[config.mk]
export PLATFORM = sky130hd
export DESIGN_NAME = scan_sequencer
export DESIGN_NICKNAME = d
export VERILOG_FILES = /design/src/rtl/scan_sequencer.sv
export SDC_FILE = /design/constraint.sdc
export NUM_CORES = 1
export LEC_CHECK = 0
export CELL_PAD_IN_SITES_DETAIL_PLACEMENT = 0
export CELL_PAD_IN_SITES_GLOBAL_PLACEMENT = 1
export CORE_MARGIN = 8
export CORE_UTILIZATION = 39
export DETAILED_ROUTE_END_ITERATION = 8
export GPL_TIMING_DRIVEN = 0
export HOLD_SLACK_MARGIN = 0.05
export PLACE_DENSITY = 0.89
export SLEW_MARGIN = 25
export SYNTH_ARGS = -nofsm -noshare
export SYNTH_HDL_FRONTEND = slang
export SYNTH_SLANG_ARGS = --single-unit
[constraint.sdc]
create_clock -name clk -period 2 [get_ports clk]
set_input_delay 0.5 -clock clk [delete_from_list [all_inputs] [get_ports clk]]
set_output_delay 0.5 -clock clk [all_outputs]
set_load 0.05 [all_outputs]
[src/rtl/scan_sequencer.sv]
// Walks a 3-bit decoder select from `first` to `last` in either direction,
// holding each position for dwell+1 cycles; every output is a register.
module scan_sequencer #(
  parameter int DWELL_W = 4
) (
  input  logic               clk,
  input  logic               rst,
  input  logic               start,
  input  logic               stop,
  input  logic               dir,
  input  logic [2:0]         first,
  input  logic [2:0]         last,
  input  logic [DWELL_W-1:0] dwell,
  output logic [2:0]         sel,
  output logic               en,
  output logic               busy,
  output logic               done,
  output logic               wrap,
  output logic [1:0]         dbg_state_o
);

  typedef enum logic [1:0] {
    IDLE = 2'd0,
    RUN  = 2'd1,
    FIN  = 2'd2
  } state_t;

  localparam logic [DWELL_W-1:0] CNT_ONE = {{(DWELL_W-1){1'b0}}, 1'b1};

  state_t               state_q, state_d;
  logic [2:0]           sel_q, sel_d;
  logic [DWELL_W-1:0]   cnt_q, cnt_d;
  logic                 dir_q, dir_d;
  logic [2:0]           last_q, last_d;
  logic [DWELL_W-1:0]   dwell_q, dwell_d;
  logic                 en_q, en_d;
  logic                 busy_q, busy_d;
  logic                 done_q, done_d;
  logic                 wrap_q, wrap_d;

  always_ff @(posedge clk or posedge rst) begin
    if (rst) begin
      state_q <= IDLE;
      sel_q   <= 3'd0;
      cnt_q   <= '0;
      dir_q   <= 1'b0;
      last_q  <= 3'd0;
      dwell_q <= '0;
      en_q    <= 1'b0;
      busy_q  <= 1'b0;
      done_q  <= 1'b0;
      wrap_q  <= 1'b0;
    end else begin
      state_q <= state_d;
      sel_q   <= sel_d;
      cnt_q   <= cnt_d;
      dir_q   <= dir_d;
      last_q  <= last_d;
      dwell_q <= dwell_d;
      en_q    <= en_d;
      busy_q  <= busy_d;
      done_q  <= done_d;
      wrap_q  <= wrap_d;
    end
  end

  // done and wrap default low so they can only ever be single-cycle pulses.
  always_comb begin
    state_d = state_q;
    sel_d   = sel_q;
    cnt_d   = cnt_q;
    dir_d   = dir_q;
    last_d  = last_q;
    dwell_d = dwell_q;
    en_d    = en_q;
    busy_d  = busy_q;
    done_d  = 1'b0;
    wrap_d  = 1'b0;
    case (state_q)
      IDLE: begin
        if (start && !stop) begin
          dir_d   = dir;
          last_d  = last;
          dwell_d = dwell;
          sel_d   = first;
          cnt_d   = dwell;
          en_d    = 1'b1;
          busy_d  = 1'b1;
          state_d = RUN;
        end
      end
      RUN: begin
        if (stop) begin
          state_d = IDLE;
          en_d    = 1'b0;
          busy_d  = 1'b0;
        end else if (cnt_q != '0) begin
          cnt_d = cnt_q - CNT_ONE;
        end else if (sel_q != last_q) begin
          sel_d  = dir_q ? sel_q + 3'd1 : sel_q - 3'd1;
          cnt_d  = dwell_q;
          wrap_d = dir_q ? (sel_q == 3'd7) : (sel_q == 3'd0);
        end else begin
          state_d = FIN;
          en_d    = 1'b0;
          busy_d  = 1'b0;
          done_d  = 1'b1;
        end
      end
      FIN: begin
        state_d = IDLE;
      end
      default: begin
        state_d = IDLE;
      end
    endcase
  end

  assign sel         = sel_q;
  assign en          = en_q;
  assign busy        = busy_q;
  assign done        = done_q;
  assign wrap        = wrap_q;
  assign dbg_state_o = state_q;

endmodule

==> results of run 1 <==
registers in the layout, indices dropped and copies added (netlist names):
signal       cells
cnt_q            4
dwell_q          4
last_q           3
sel              3
dbg_state_o      2
busy             1
dir_q            1
done             1
wrap             1
logic make-up (layout without fill, tap and decap cells):
group,Yosys count,after routing
buf+inv,11,38
fa+ha+maj,2,2
compound gates,29,29
xor+xnor,4,4
mux,8,8
simple gates,29,29
flops,20,20
worst max-delay path by stage:
stage                       start                endpoint  slack (ns)  depth (start not counted)
6_report           wrap$_DFF_PP0_                    wrap        0.08                          1
5_1_grt            done$_DFF_PP0_                    done        0.02                          1
4_1_cts            wrap$_DFF_PP0_                    wrap        0.05                          1
3_5_place_dp                 stop  dwell_q[3]$_DFFE_PP0P_       -0.25                          4
3_3_place_gp                 stop  dwell_q[2]$_DFFE_PP0P_       -0.19                          4
2_1_floorplan  sel[1]$_DFFE_PP0P_      sel[1]$_DFFE_PP0P_        0.14                          4
layout by cell type (no fill, tap or decap), types with 2 or more instances in the layout:
cell type / n
xor2_2: 2
o31a_1: 2
dfrtp_1: 20
clkdlybuf4s50_1: 15
buf_4: 3
nor3_1: 3
a2bb2oi_1: 3
clkbuf_4: 3
a21oi_1: 2
mux2_2: 7
a211oi_1: 5
inv_1: 6
nor2_1: 7
dlygate4sd2_1: 7
nand2_1: 7
a21oi_2: 2
o21ai_0: 5
o31ai_1: 3
timing repair:
item,in CTS,in global routing
pin swaps,0,1
hold endpoints to repair,0,0
endpoints found under the setup margin,8,2
resized for setup,7,2
buffers inserted,1,0
gates cloned,0,0
where the power goes:
| part | internal (uW) | switching, uW |
|---|---|---|
| combinational | 338 | 472 |
| sequential | 513 | 156 |
| clock | 70.2 | 121 |
| total | 921 | 749 |
worst reg2reg max path, cell delays in order (launching register included):
cell and delay, ns:
dfrtp_1 0.44, inv_1 0.11, ha_2 0.23, nor3b_4 0.25, o31ai_4 0.13, a21oi_2 0.21
mux2_1 0.34
cell type report:
| type | count | area share |
|---|---|---|
| Multi-Input combinational cell | 72 | 0.413 |
| Sequential cell | 20 | 0.345 |
| Timing Repair Buffer | 24 | 0.160 |
| Tap cell | 31 | 0.0267 |
| Buffer | 5 | 0.0242 |
| Clock buffer | 3 | 0.0155 |
| Inverter | 6 | 0.0155 |
Yosys cell counts, types with 3 or more instances:
| library cell | number |
|---|---|
| nor2_1 | 7 |
| nor3_1 | 3 |
| nand2_1 | 7 |
| mux2_2 | 7 |
| o31ai_1 | 3 |
| a211oi_1 | 5 |
| dfrtp_1 | 20 |
| inv_1 | 6 |
| a2bb2oi_1 | 3 |
| o21ai_0 | 5 |
per-stage QoR:
step | total power, uW | util | setup TNS (ns)
floorplan | 1280 | - | 0
global placement | 1480 | 0.512 | -1.96
detailed placement | 1520 | 0.512 | -2.65
CTS | 1680 | 0.520 | 0
global route | 1800 | 0.521 | 0
finish | 1670 | 0.521 | 0
layer usage:
layer | wire length [um] | vias to the layer above | part of all wire
met2 | 1230 | 15 | 0.49
li1 | - | 433 | -
met3 | 113 | 2 | 0.045
met1 | 1140 | 436 | 0.46
met5 | 0 | - | 0
met4 | 15 | 0 | 0.0060
==> impl_metrics.env, run 1 <==
export IMPL_synth_fa_ha_area_frac=0.0282
export IMPL_muxShareOfSynthArea=0.0780
export IMPL_start_kind="flop"
export IMPL_placedCellCount=157
export IMPL_area_growth_pct=25.6
export IMPL_cts_hold_buf=0
export IMPL_critical_path_top_delay_family="buffers and inverters"
export IMPL_top_usage_layer="met2"
export IMPL_core_um2=2780
export IMPL_yosysSeqAreaShare=0.433
export IMPL_die_w_um=70.4
export IMPL_slew_headroom=0.482
export IMPL_clkLatencyLatePin_ns=0.30
export IMPL_rows=19
export IMPL_use_met2=0.174
export IMPL_regArea_um2=500
export IMPL_p_leak_uw=0.000603
export IMPL_clk_pin_slew_worst_paths_ns=0.11
export IMPL_first_pass_iters=4
export IMPL_htree_levels=1
export IMPL_r2r_cells=6
export IMPL_synth_edf_count=0
export IMPL_routabilityCongestion=0.792
export IMPL_cpPeakStageDelay_ns=0.79
export IMPL_grt_pass1_vias=975
export IMPL_syn_area_um2=1150
export IMPL_status="finished, final reports clean"
export IMPL_ir_worst_vdd_v=0.000835
export IMPL_die_area_um2=4960
export IMPL_initial_utilization=0.415
export IMPL_ys_types=42
export IMPL_worst_setup_path_type="reg -> out"
export IMPL_synth_compound_area_frac=0.197
export IMPL_num_antenna_cells=0
export IMPL_synth_top_family_by_area="compound AO/OA/AOI/OAI gates"
export IMPL_crit_buf_inv=1
export IMPL_rsz0062_at_grt="false"
export IMPL_grt_overflow=0
export IMPL_cts_root_buf="clkbuf_4"
export IMPL_yosysTopAreaCellShare=0.433
export IMPL_synth_area_per_cell_um2=11.2
export IMPL_place_area_um2=1420
export IMPL_final_area_um2=1450
export IMPL_synth_xor_area_share=0.0433
export IMPL_ant_nets=0
export IMPL_finalSetupViolations=0
export IMPL_fillCellCount=251
export IMPL_setup_worst_path_end_class="output pin"
export IMPL_yosys_warnings=0
export IMPL_crit_chain="clkdlybuf4s50_1"
export IMPL_holdPathEnd="dwell_q[2]$_DFFE_PP0P_"
export IMPL_r2r_end="sel[1]$_DFFE_PP0P_"
export IMPL_synth_main_ff_cell="dfrtp_1"
export IMPL_slowest_stage="clkdlybuf4s50_1"
export IMPL_nNetsFinal=149
export IMPL_yosys_area_share_simple=0.170
export IMPL_drc=0
export IMPL_io_pins=24
export IMPL_vias=886
export IMPL_synth_top_cell_by_area="dfrtp_1"
export IMPL_hold_slack_ns=0.525
export IMPL_synth_seq_cells=20
export IMPL_synth_area_leaders="dfrtp_1, mux2_2, a211oi_1"
export IMPL_track_usage=0.108
export IMPL_viasPerCell=5.50
export IMPL_max_cap_violations=0
export IMPL_min_period_over_period=0.961
export IMPL_hold_path_class="reg -> reg"
export IMPL_numCtsBuffers=3
export IMPL_met1_usage=0.135
export IMPL_setup_slack_ns=0.0778
export IMPL_dp_hpwl_um=1920
export IMPL_drt_iter0_markers=29
export IMPL_grt_antenna_before_repair=0
export IMPL_powerDensity_nw_per_um2=1150
export IMPL_synth_cells=103
export IMPL_multi_input_area_um2=599
export IMPL_clock_skew_ns=0.00505
export IMPL_crit_fanout=1
export IMPL_finalNonFillerCells=161
export IMPL_finalWirelength_um=2500
export IMPL_pre_cts_slack_ns=-0.254
export IMPL_worstHoldPathCells=1
export IMPL_final_hold_violation_count=0
export IMPL_drive_gt1_frac=0.185
export IMPL_cts_buffer_depth=2
export IMPL_hp_start="dwell_q[2]$_DFFE_PP0P_"
export IMPL_drv_slew=0
export IMPL_grt_max_degree=21
export IMPL_worstMarginPinSlew_ns=0.776
export IMPL_port_buffers=23
export IMPL_cts_tree="built"
export IMPL_fp_dieH_um=70.4
export IMPL_crit_required_ns=1.50
export IMPL_rr_startpoint="cnt_q[0]$_DFFE_PP0P_"
export IMPL_r2r_setup_slack_ns=0.17
export IMPL_cts_num_sinks=20
export IMPL_post_drt_wl_per_cell_um=15.5
export IMPL_min_period_ns=1.92
export IMPL_cp_arrival_ns=1.42
export IMPL_synthesis_nets=120
export IMPL_grt_pass1_wl_um=4490
export IMPL_fmax_ghz=0.520
export IMPL_async_flop_share=1.00
export IMPL_grt_use_met3=0.0282
(Power assumes the default switching activity.)
==> run 2: changes to the inputs <==
==> constraint.sdc (replaced) <==
create_clock -name clk -period 2 [get_ports clk]
set_input_delay 0.5 -clock clk [delete_from_list [all_inputs] [get_ports clk]]
set_output_delay 0.5 -clock clk [all_outputs]
set_load 0.1 [all_outputs]
==> impl_metrics.env, run 2 (synthesis results as in run 1) <==
export IMPL_grt_pass1_vias=871
export IMPL_top_regs="cnt_q x4, dwell_q x4"
export IMPL_fin_tns_setup_ns=0
export IMPL_regArea_um2=505
export IMPL_die_area_um2=4960
export IMPL_drv_slew=0
export IMPL_fillCellCount=249
export IMPL_place_area_um2=1430
export IMPL_p_seq_frac=0.354
export IMPL_ant_nets=0
export IMPL_finalWirelength_um=2500
export IMPL_fp_dieH_um=70.4
export IMPL_grt_pass1_wl_um=4360
export IMPL_p_leak_uw=0.000592
export IMPL_placedCellCount=157
export IMPL_fmax_ghz=0.530
export IMPL_cts_hold_buf=0
export IMPL_crit_path_start="stop"
export IMPL_cts_num_sinks=20
export IMPL_p_int_uw=988
export IMPL_layout_common_cells="dfrtp_1, clkdlybuf4s50_1"
export IMPL_cts_root_buf="clkbuf_4"
export IMPL_final_hold_violation_count=0
export IMPL_ir_worst_vdd_v=0.00103
export IMPL_min_period_over_period=0.943
export IMPL_finalSetupViolations=0
export IMPL_r2r_end="sel[1]$_DFFE_PP0P_"
export IMPL_hold_path_class="reg -> reg"
export IMPL_grt_max_degree=21
export IMPL_rows=19
export IMPL_die_w_um=70.4
export IMPL_cts_tree="built"
export IMPL_port_buffers=23
export IMPL_first_pass_iters=4
export IMPL_drt_iter0_markers=25
export IMPL_pre_cts_slack_ns=-0.203
export IMPL_min_period_ns=1.89
export IMPL_r2r_cells=6
export IMPL_num_antenna_cells=0
export IMPL_slew_headroom=0.492
export IMPL_holdPathEnd="dwell_q[2]$_DFFE_PP0P_"
export IMPL_max_cap_violations=0
export IMPL_multi_input_area_um2=599
export IMPL_worst_setup_path_type="in -> reg"
export IMPL_io_pins=24
export IMPL_drc=0
export IMPL_viasPerCell=5.48
export IMPL_powerDensity_nw_per_um2=1300
export IMPL_numCtsBuffers=3
export IMPL_finalNonFillerCells=162
export IMPL_initial_utilization=0.415
export IMPL_worstHoldPathCells=1
export IMPL_post_drt_wl_per_cell_um=15.4
export IMPL_routabilityCongestion=0.769
export IMPL_rr_startpoint="cnt_q[0]$_DFFE_PP0P_"
export IMPL_vias=888
export IMPL_setup_worst_path_end_class="flop"
export IMPL_rsz0062_at_grt="false"
export IMPL_clock_skew_ns=0.00469
export IMPL_clk_pin_slew_worst_paths_ns=0.12
export IMPL_comb_power_share=0.523
export IMPL_setup_slack_ns=0.114
export IMPL_grt_antenna_before_repair=0
export IMPL_hp_start="dwell_q[2]$_DFFE_PP0P_"
export IMPL_drive_gt1_frac=0.290
export IMPL_track_usage=0.107
export IMPL_power_switching_uw=933
export IMPL_cp_arrival_ns=2.08
export IMPL_sw_frac_of_total=0.486
export IMPL_start_kind="input port"
export IMPL_nNetsFinal=149
export IMPL_worstMarginPinSlew_ns=0.761
export IMPL_core_um2=2780
export IMPL_crit_fanout=10
export IMPL_htree_levels=1
export IMPL_area_growth_pct=27.6
export IMPL_dp_hpwl_um=1880
export IMPL_layout_commonest_cell="dfrtp_1"
export IMPL_r2r_setup_slack_ns=0.15
export IMPL_final_area_um2=1470
export IMPL_clkLatencyLatePin_ns=0.30
export IMPL_pwr_share_clk=0.123
export IMPL_status="finished, final reports clean"
export IMPL_grt_overflow=0
export IMPL_crit_required_ns=2.20
export IMPL_cts_buffer_depth=2
==> run 2: metal layers <==
metal / GRT usage / vias up / wire (um)
met2: 0.167 / 23 / 1220
met3: 0.0297 / 2 / 134
met4: 0.0335 / 0 / 14
li1: - / 435 / -
met1: 0.138 / 428 / 1130
met5: 0 / - / 0
==> run 2: cell type report <==
class,count,area share
inverter,6,0.0153
tap,31,0.0263
clock buffer,4,0.0246
multi-input combinational,72,0.407
sequential,20,0.343
buffer,5,0.0238
timing repair buffer,24,0.160
==> run 2: repair_timing <==
item	CTS	global route
pin swaps	0	0
buffers inserted	1	0
resized for setup	25	3
endpoints found under the setup margin	10	3
==> run 2: worst max path at each step <==
stage | endpoint | slack (ns)
after floorplan | cnt_q[0]$_DFFE_PP0P_ | 0.02
after global placement | dwell_q[2]$_DFFE_PP0P_ | -0.18
after detailed placement | dwell_q[1]$_DFFE_PP0P_ | -0.20
after CTS | done | 0.01
after global routing | cnt_q[0]$_DFFE_PP0P_ | 0.03
final | cnt_q[0]$_DFFE_PP0P_ | 0.11
==> run 2: power groups by stage <==
stage	Sequential [uW]	Combinational, uW	Clock [uW]
2_1_floorplan	937	522	0
3_3_place_gp	678	989	0
3_5_place_dp	688	1010	0
4_1_cts	678	1010	248
5_1_grt	702	1080	261
6_report	680	1000	237
==> run 2: stage by stage <==
stage	total power, uW	hold slack, ns	util
floorplan	1460	0.464	-
global placement	1670	0.497	0.514
detailed placement	1700	0.497	0.514
CTS	1930	0.526	0.533
global route	2050	0.541	0.530
finish	1920	0.522	0.530
==> run 2: critical path, stage by stage <==
cell and delay (ns):
clkdlybuf4s50_1 0.53, nor4b_4 0.35, a21oi_2 0.08, buf_6 0.16, o21a_1 0.18, o31a_1 0.28
